===== src/rtl/booth_pkg.sv =====
// Shared encodings for the Booth sequential multiplier: FSM states and the
// per-step recoding decision.
package booth_pkg;

  typedef enum logic [1:0] {
    IDLE = 2'd0,
    RUN  = 2'd1,
    DONE = 2'd2
  } state_e;

  typedef enum logic [1:0] {
    OP_NOP = 2'd0,
    OP_ADD = 2'd1,
    OP_SUB = 2'd2
  } op_e;

  // Radix-2 Booth recoding of the {Q[0], Q_-1} bit pair.
  function automatic op_e booth_op(input logic q0, input logic qm1);
    case ({q0, qm1})
      2'b10:   return OP_SUB;
      2'b01:   return OP_ADD;
      default: return OP_NOP;
    endcase
  endfunction

endpackage


===== src/rtl/booth_step.sv =====
// One combinational Booth iteration: conditional add/sub of M into A, then an
// arithmetic right shift of {A, Q, Q_-1}.
module booth_step
  import booth_pkg::*;
#(
  parameter int unsigned N = 9
) (
  input  logic [N-1:0] i_a,
  input  logic [N-1:0] i_q,
  input  logic         i_qm1,
  input  logic [N-1:0] i_m,
  output logic [N-1:0] o_a,
  output logic [N-1:0] o_q,
  output logic         o_qm1
);

  op_e          w_op;
  logic [N-1:0] w_sum;

  always_comb begin
    w_op  = booth_op(i_q[0], i_qm1);
    w_sum = i_a;
    case (w_op)
      OP_ADD:  w_sum = i_a + i_m;
      OP_SUB:  w_sum = i_a - i_m;
      default: w_sum = i_a;
    endcase
  end

  assign o_a   = {w_sum[N-1], w_sum[N-1:1]};
  assign o_q   = {w_sum[0], i_q[N-1:1]};
  assign o_qm1 = i_q[0];

endmodule


===== src/rtl/booth_mult_seq.sv =====
// Parametrised radix-2 Booth sequential multiplier (signed or unsigned) with a
// start/done handshake; one iteration per clock over WIDTH+1 extended bits.
module booth_mult_seq
  import booth_pkg::*;
#(
  parameter int unsigned WIDTH = 8
) (
  input  logic                 clk,
  input  logic                 rst,
  input  logic                 start,
  input  logic                 is_signed,
  input  logic [WIDTH-1:0]     multiplicand,
  input  logic [WIDTH-1:0]     multiplier,
  output logic                 busy,
  output logic                 done,
  output logic [2*WIDTH-1:0]   product
);

  localparam int unsigned N  = WIDTH + 1;
  localparam int unsigned CW = $clog2(N);
  localparam logic [CW-1:0] LastCnt = CW'(N - 1);

  state_e             r_state;
  state_e             w_state_nxt;
  logic [N-1:0]       r_a;
  logic [N-1:0]       r_q;
  logic               r_qm1;
  logic [N-1:0]       r_m;
  logic [CW-1:0]      r_cnt;
  logic [2*WIDTH-1:0] r_product;

  logic               w_load;
  logic               w_iter;
  logic               w_last;
  logic [N-1:0]       w_a_nxt;
  logic [N-1:0]       w_q_nxt;
  logic               w_qm1_nxt;
  logic [2*N-1:0]     w_full;

  always_ff @(posedge clk) begin
    if (rst) begin
      r_state <= IDLE;
    end else begin
      r_state <= w_state_nxt;
    end
  end

  always_comb begin
    w_state_nxt = r_state;
    w_load      = 1'b0;
    w_iter      = 1'b0;
    case (r_state)
      IDLE: begin
        if (start) begin
          w_load      = 1'b1;
          w_state_nxt = RUN;
        end
      end
      RUN: begin
        w_iter = 1'b1;
        if (r_cnt == LastCnt) begin
          w_state_nxt = DONE;
        end
      end
      DONE: begin
        if (start) begin
          w_load      = 1'b1;
          w_state_nxt = RUN;
        end else begin
          w_state_nxt = IDLE;
        end
      end
      default: w_state_nxt = IDLE;
    endcase
  end

  assign w_last = w_iter && (r_cnt == LastCnt);

  booth_step #(
    .N(N)
  ) u_step (
    .i_a  (r_a),
    .i_q  (r_q),
    .i_qm1(r_qm1),
    .i_m  (r_m),
    .o_a  (w_a_nxt),
    .o_q  (w_q_nxt),
    .o_qm1(w_qm1_nxt)
  );

  assign w_full = {w_a_nxt, w_q_nxt};

  always_ff @(posedge clk) begin
    if (rst) begin
      r_a       <= '0;
      r_q       <= '0;
      r_qm1     <= 1'b0;
      r_m       <= '0;
      r_cnt     <= '0;
      r_product <= '0;
    end else if (w_load) begin
      // Extra top bit keeps the most-negative multiplicand negatable.
      r_a   <= '0;
      r_q   <= {is_signed & multiplier[WIDTH-1], multiplier};
      r_m   <= {is_signed & multiplicand[WIDTH-1], multiplicand};
      r_qm1 <= 1'b0;
      r_cnt <= '0;
    end else if (w_iter) begin
      r_a   <= w_a_nxt;
      r_q   <= w_q_nxt;
      r_qm1 <= w_qm1_nxt;
      if (!w_last) begin
        r_cnt <= r_cnt + 1'b1;
      end
      if (w_last) begin
        r_product <= w_full[2*WIDTH-1:0];
      end
    end
  end

  assign busy    = (r_state == RUN);
  assign done    = (r_state == DONE);
  assign product = r_product;

endmodule


===== config.mk =====
export PLATFORM = sky130hd
export DESIGN_NAME = booth_mult_seq
export DESIGN_NICKNAME = d
export VERILOG_FILES = /design/src/rtl/booth_pkg.sv /design/src/rtl/booth_step.sv /design/src/rtl/booth_mult_seq.sv
export SDC_FILE = /design/constraint.sdc
export NUM_CORES = 1
export LEC_CHECK = 0
export ABC_CLOCK_PERIOD_IN_PS = 4100
export CAP_MARGIN = 15
export CORE_ASPECT_RATIO = 0.6
export CORE_MARGIN = 5
export CORE_UTILIZATION = 50
export DETAILED_ROUTE_END_ITERATION = 7
export PLACE_DENSITY_LB_ADDON = 0.08
export SETUP_SLACK_MARGIN = 0.15
export SLEW_MARGIN = 10
export SYNTH_ARGS = -nofsm -noshare
export SYNTH_HDL_FRONTEND = slang
export SYNTH_SLANG_ARGS = --single-unit

===== constraint.sdc =====
create_clock -name clk -period 4.1 [get_ports clk]
set_input_delay 0.82 -clock clk [delete_from_list [all_inputs] [get_ports clk]]
set_output_delay 0.82 -clock clk [all_outputs]
set_load 0.01 [all_outputs]

---- Word-level counts from Yosys, hierarchy flattened ----
Cells that the tools add are included.
storage, ports and cells
  bits in registers ....................... 49
  output and inout port bits .............. 18
cells by class
  add/sub/neg operators ................... 3
  equality and inequality tests ........... 9
  muxes and demuxes ....................... 11
  bitwise gates (word level) .............. 4
  reductions and logical operators ........ 8
operators with widths
  kind                 count
  $mux 9               2
  $pmux 9 s2           1
  $add 9x9->9          1
  $sub 9x9->9          1
  $eq 2x1->1 const B   3
  $eq 2x2->1 const B   3
  $pmux 2 s3           1
  $add 4x1->4 const B  1
  $eq 4x4->1 const B   1
  $mux 1               4
  $mux 2               2
  $pmux 2 s2           1
  $reduce_and 2->1     2
  $reduce_or 2->1      2
  $reduce_and 3->1     1
  $and 1x1->1          2
  $logic_not 2->1      1
  $ne 2x1->1 const B   1
  $ne 2x2->1 const B   1
  $not 1->1            2
  $reduce_bool 2->1    1
  $logic_and 1x1->1    1

---- Logic depth before layout (Yosys ltp) ----
  depth after elaboration ................. 6
  depth in mapped cells ................... 13
  gate-level depth less buffers ........... 11

---- Hierarchy ----
A second synthesis with hierarchy kept.
second synthesis, totals
  cells, all modules ...................... 340
  area, all modules ....................... 2,712.6 um^2
modules (own cells, without submodules)
  module          times used  cells an instance  area each (um^2)
  booth_mult_seq  1           236                1,951.9
  booth_step      1           104                760.7

---- Least setup slack after synthesis ----
OpenSTA, ideal clock, no wires.
  kind .................................... register to register
  start point ............................. register r_m[4]
  end point ............................... register r_a[7] (netlist name)
  setup time .............................. 0.070 ns
  arrival ................................. 2.454 ns
  data required time ...................... 4.030 ns
  slack ................................... 1.576 ns
  cell stages (with the launch flop) ...... 12
  period minus slack after synthesis ...... 2.524 ns
  cells stage by stage .................... dfxtp_1 -> nor4_2 -> a21oi_1 -> xnor2_1 -> ha_1 -> clkbuf_1 -> nand4_1 -> a21oi_1 -> and3b_1 -> xnor2_1 -> or4_1 -> a21oi_1
between the ends
  word-level cells in the longest chain between the ends .. 2
  elaborated cells between the ends (all ways) .. 3
ends and longest elaborated chain
  what                                               RTL line                            source
  start, declared                                    booth_mult_seq.sv:28                logic [N-1:0] r_m;
  start signal, assigned                             booth_mult_seq.sv:105               r_m <= {is_signed & multiplicand[WIDTH-1], multiplicand};
  $sub 9x9->9 / $add 9x9->9 (equally long branches)  booth_step.sv:25, booth_step.sv:24
  $pmux 9 s2 *                                       booth_step.sv:23                    case (w_op)
Mark *: on every way between the ends. The rest lies on a longest branch, timed or not.
A chain may end at the register's enable or synchronous reset.

---- Worst setup path in the final report ----
  start point ............................. register r_m[4]
  end point ............................... register r_a[7] (netlist name)
between the ends
  word-level cells in the longest chain between the ends .. 2
  elaborated cells between the ends (all ways) .. 3
ends and longest elaborated chain
  what                                               RTL line
  $sub 9x9->9 / $add 9x9->9 (equally long branches)  booth_step.sv:25, booth_step.sv:24
  $pmux 9 s2 *                                       booth_step.sv:23
Marks and branches as above.

==> qor.yml <==
run:
  maxCapViolCount: 0
logic_synthesis:
  synth.avg_cell_area_sq_um: 8.17
  synthesis.nets: 328
  yosysMostFrequentCell: "nand2_1"
  synthesis.area_sq_um: 2410
  synthTopCellsByCount: "nand2_1 (59), dfxtp_1 (49), a21oi_1 (42)"
  ys_types: 40
  synthFlopType: "dfxtp_1"
  synthArstFlopShare_pct: 0
  synth_top_area_share_pct: 40.7
  synth_warnings: 0
  synth-seq-area-share_pct: 40.7
  synth_area_leader_cell: "dfxtp_1"
  synth_area_leaders: "dfxtp_1 (41%), nand2_1 (9.2%), a21oi_1 (8.7%), ha_1 (6.2%), xnor2_1 (4.4%)"
  synth_seq_cells: 49
  syn_inst: 295
  synth-edff-count: 0
worst_setup_path:
  reg2reg_slack_ps: 1380
  crit_fanout: 6
  crit_slowest_cell: "nor4_2"
  startpoint_type: "flip-flop"
  critPathRequiredTime_ps: 4330
  arrival_ps: 2960
  crit_type: "reg2reg"
  critical-path-max-stage-delay_ps: 410
  cp_top_family: "simple AND/OR/NAND/NOR gates"
  worstReg2RegStart: "r_m[4]"
  end_kind: "flip-flop"
  r2r_end: "r_a[7]"
  crit_chain: "nor4_2 > a41oi_1 > xnor2_1 > ha_1 > nand4_1 > a21oi_1 > and3b_1 > xnor2_1 > or4_1 > a21oi_1"
  path_buf_inv: 0
  r2r.worst_path.cells: 10
global_routing:
  antenna_found_initial: 0
  grt_overflow: 0
  grt_pass1_wl_mm: 9.60
  track_usage_pct: 18.7
  grt_start_max_net_pins: 40
  first_global_vias: 2078
placement:
  dp.cells: 382
  io_buffers: 37
  dp_hpwl_mm: 4.08
  globalplace.congestion: 0.848
final_layout:
  area_growth_pct: 21.3
  diodes: 0
  fin_nets: 359
  multi_input_area_sq_um: 1300
  final_cells: 390
  final_util_pct: 63.4
  fill_cells: 432
  drive_above_1_share_pct: 4.59
  seqCellArea_sq_um: 981
sta:
  setup_tns_ps: 0
  fin_crit_ps: 2720
  drv_slew: 0
  tightest_slew_ps: 571
  max_slew_margin_pct: 61.8
  hold_viol: 0
  fmax_mhz: 367
  clock_skew_ps: 3.92
  rsz0062_at_grt: "false"
  setup_viol: 0
  finalCritPeriodShare_pct: 66.5
floorplanning:
  die_area_sq_um: 6350
  num_io_pins: 38
  die_h_um: 63.8
  initial_core_util_pct: 52.3
  core_area_sq_um: 4610
  die_x_um: 99.6
  num_rows: 19
clock_network:
  cts_hold_buf: 0
  clock_latency_ps: 300
  htreeDepth: 2
  numCtsBuffers: 5
  path_clk_slew_ps: 90
  cts_setup_buffers: 0
  cts_tree: "done"
  cts_resized: 0
  clk_root_buffer_cell: "clkbuf_8"
  cts.sinks: 49
  cts_max_path_buffers: 2
min_path:
  min_from: "product[5]"
  hold_end: "product[5]"
  hold-path-cell-count: 2
  hp-class: "reg2reg"
power:
  vdd_drop_max_mv: 0.234
  power.density_nw_per_um2: 379
  power.leakage_nw: 1.07
routing:
  drt_first_pass_iters: 4
  routed_wl_mm: 5.60
  ant_nets: 0
  drt_iter0_markers: 99
  num_vias: 2122
  drt-vias-per-instance: 5.44
  detail_route.wl_per_cell_um: 14.4
  drc: 0
status:
  status: "finished, final reports clean"
layout make-up:
type,instances,share of cell area [%]
Clock buffer,7,2.95
Clock inverter,1,1.03
Inverter,12,1.54
Multi-Input combinational cell,217,44.4
Sequential cell,49,33.6
Tap cell,63,2.70
Timing Repair Buffer,41,13.8
cells by family (layout without fill, tap and decap cells):
| group | after synthesis | after routing | synth area share [%] |
|---|---|---|---|
| and+or+nand+nor | 107 | 107 | 19.8 |
| muxes | 7 | 7 | 2.91 |
| AOI/OAI and AO/OA | 75 | 75 | 18.6 |
| xor gates and xnor gates | 15 | 15 | 5.45 |
| adders and majority gates | 13 | 13 | 7.06 |
| buffers and inverters | 29 | 61 | 5.45 |
| DFF | 49 | 49 | 40.7 |
worst max path at each step:
stage	startpoint	end	depth (start not counted)
6_report	r_m[4]	r_a[7]	10
5_1_grt	r_qm1	r_a[7]	11
4_1_cts	r_m[4]	r_a[7]	10
3_5_place_dp	r_m[4]	r_a[7]	10
3_3_place_gp	r_m[4]	r_a[7]	10
2_1_floorplan	r_m[4]	r_a[7]	11
per-stage QoR:
step	instance area (sq um)	setup WS, ps	hold slack (ps)	power [mW]
floorplan	2410	1580	436	0.701
global placement	2800	1530	443	0.756
detailed placement	2810	1450	449	0.762
CTS	2920	1410	465	1.11
global route	2920	1250	488	1.17
finish	2920	1380	463	1.11
flip-flops by register name (all words and copies together) (netlist names):
signal / count
product: 16
r_a: 8
r_cnt: 4
r_m: 9
r_q: 9
r_qm1: 1
r_state: 2
cells in the final DEF, fill, tap and decap left out, types with 2 or more instances in the layout:
cell type        synthesis  final
nand2_1                 59     59
dfxtp_1                 49     49
a21oi_1                 42     42
clkdlybuf4s50_1          0     37
nor2_1                  21     21
xnor2_1                 12     12
ha_1                    12     12
inv_1                   11     11
a22oi_1                  8      8
mux2i_1                  7      7
a211oi_1                 6      6
clkbuf_8                 1      6
o21ai_1                  5      5
nor3_1                   4      4
nor2b_1                  4      4
nand3_1                  4      4
nand2b_1                 3      3
a31oi_1                  3      3
xor2_1                   3      3
nand4_1                  3      3
o21ai_0                  3      3
buf_4                    0      3
a21o_1                   2      2
or3_1                    2      2
nand3b_1                 2      2
worst reg2reg max path, cell delays in order (launching register included):
cell and delay [ps]:
dfxtp_1 350, nor4_2 410, a41oi_1 190, xnor2_1 160
ha_1 380, nand4_1 130, a21oi_1 140, and3b_1 200
xnor2_1 130, or4_1 400, a21oi_1 150
power breakdown:
group,internal [mW],switching [mW],leakage [nW]
logic,0.109,0.135,0.611
clock network,0.199,0.155,0.0585
registers,0.492,0.0164,0.398
total,0.800,0.307,1.07
per-layer routing:
metal	global-route usage (%)	wire, um	vias to the layer above
li1	-	-	1080
met1	27.4	3040	981
met2	27.1	2240	53
met3	4.78	268	8
met4	5.11	56	0
met5	0	0	-
(Power assumes the default switching activity.)
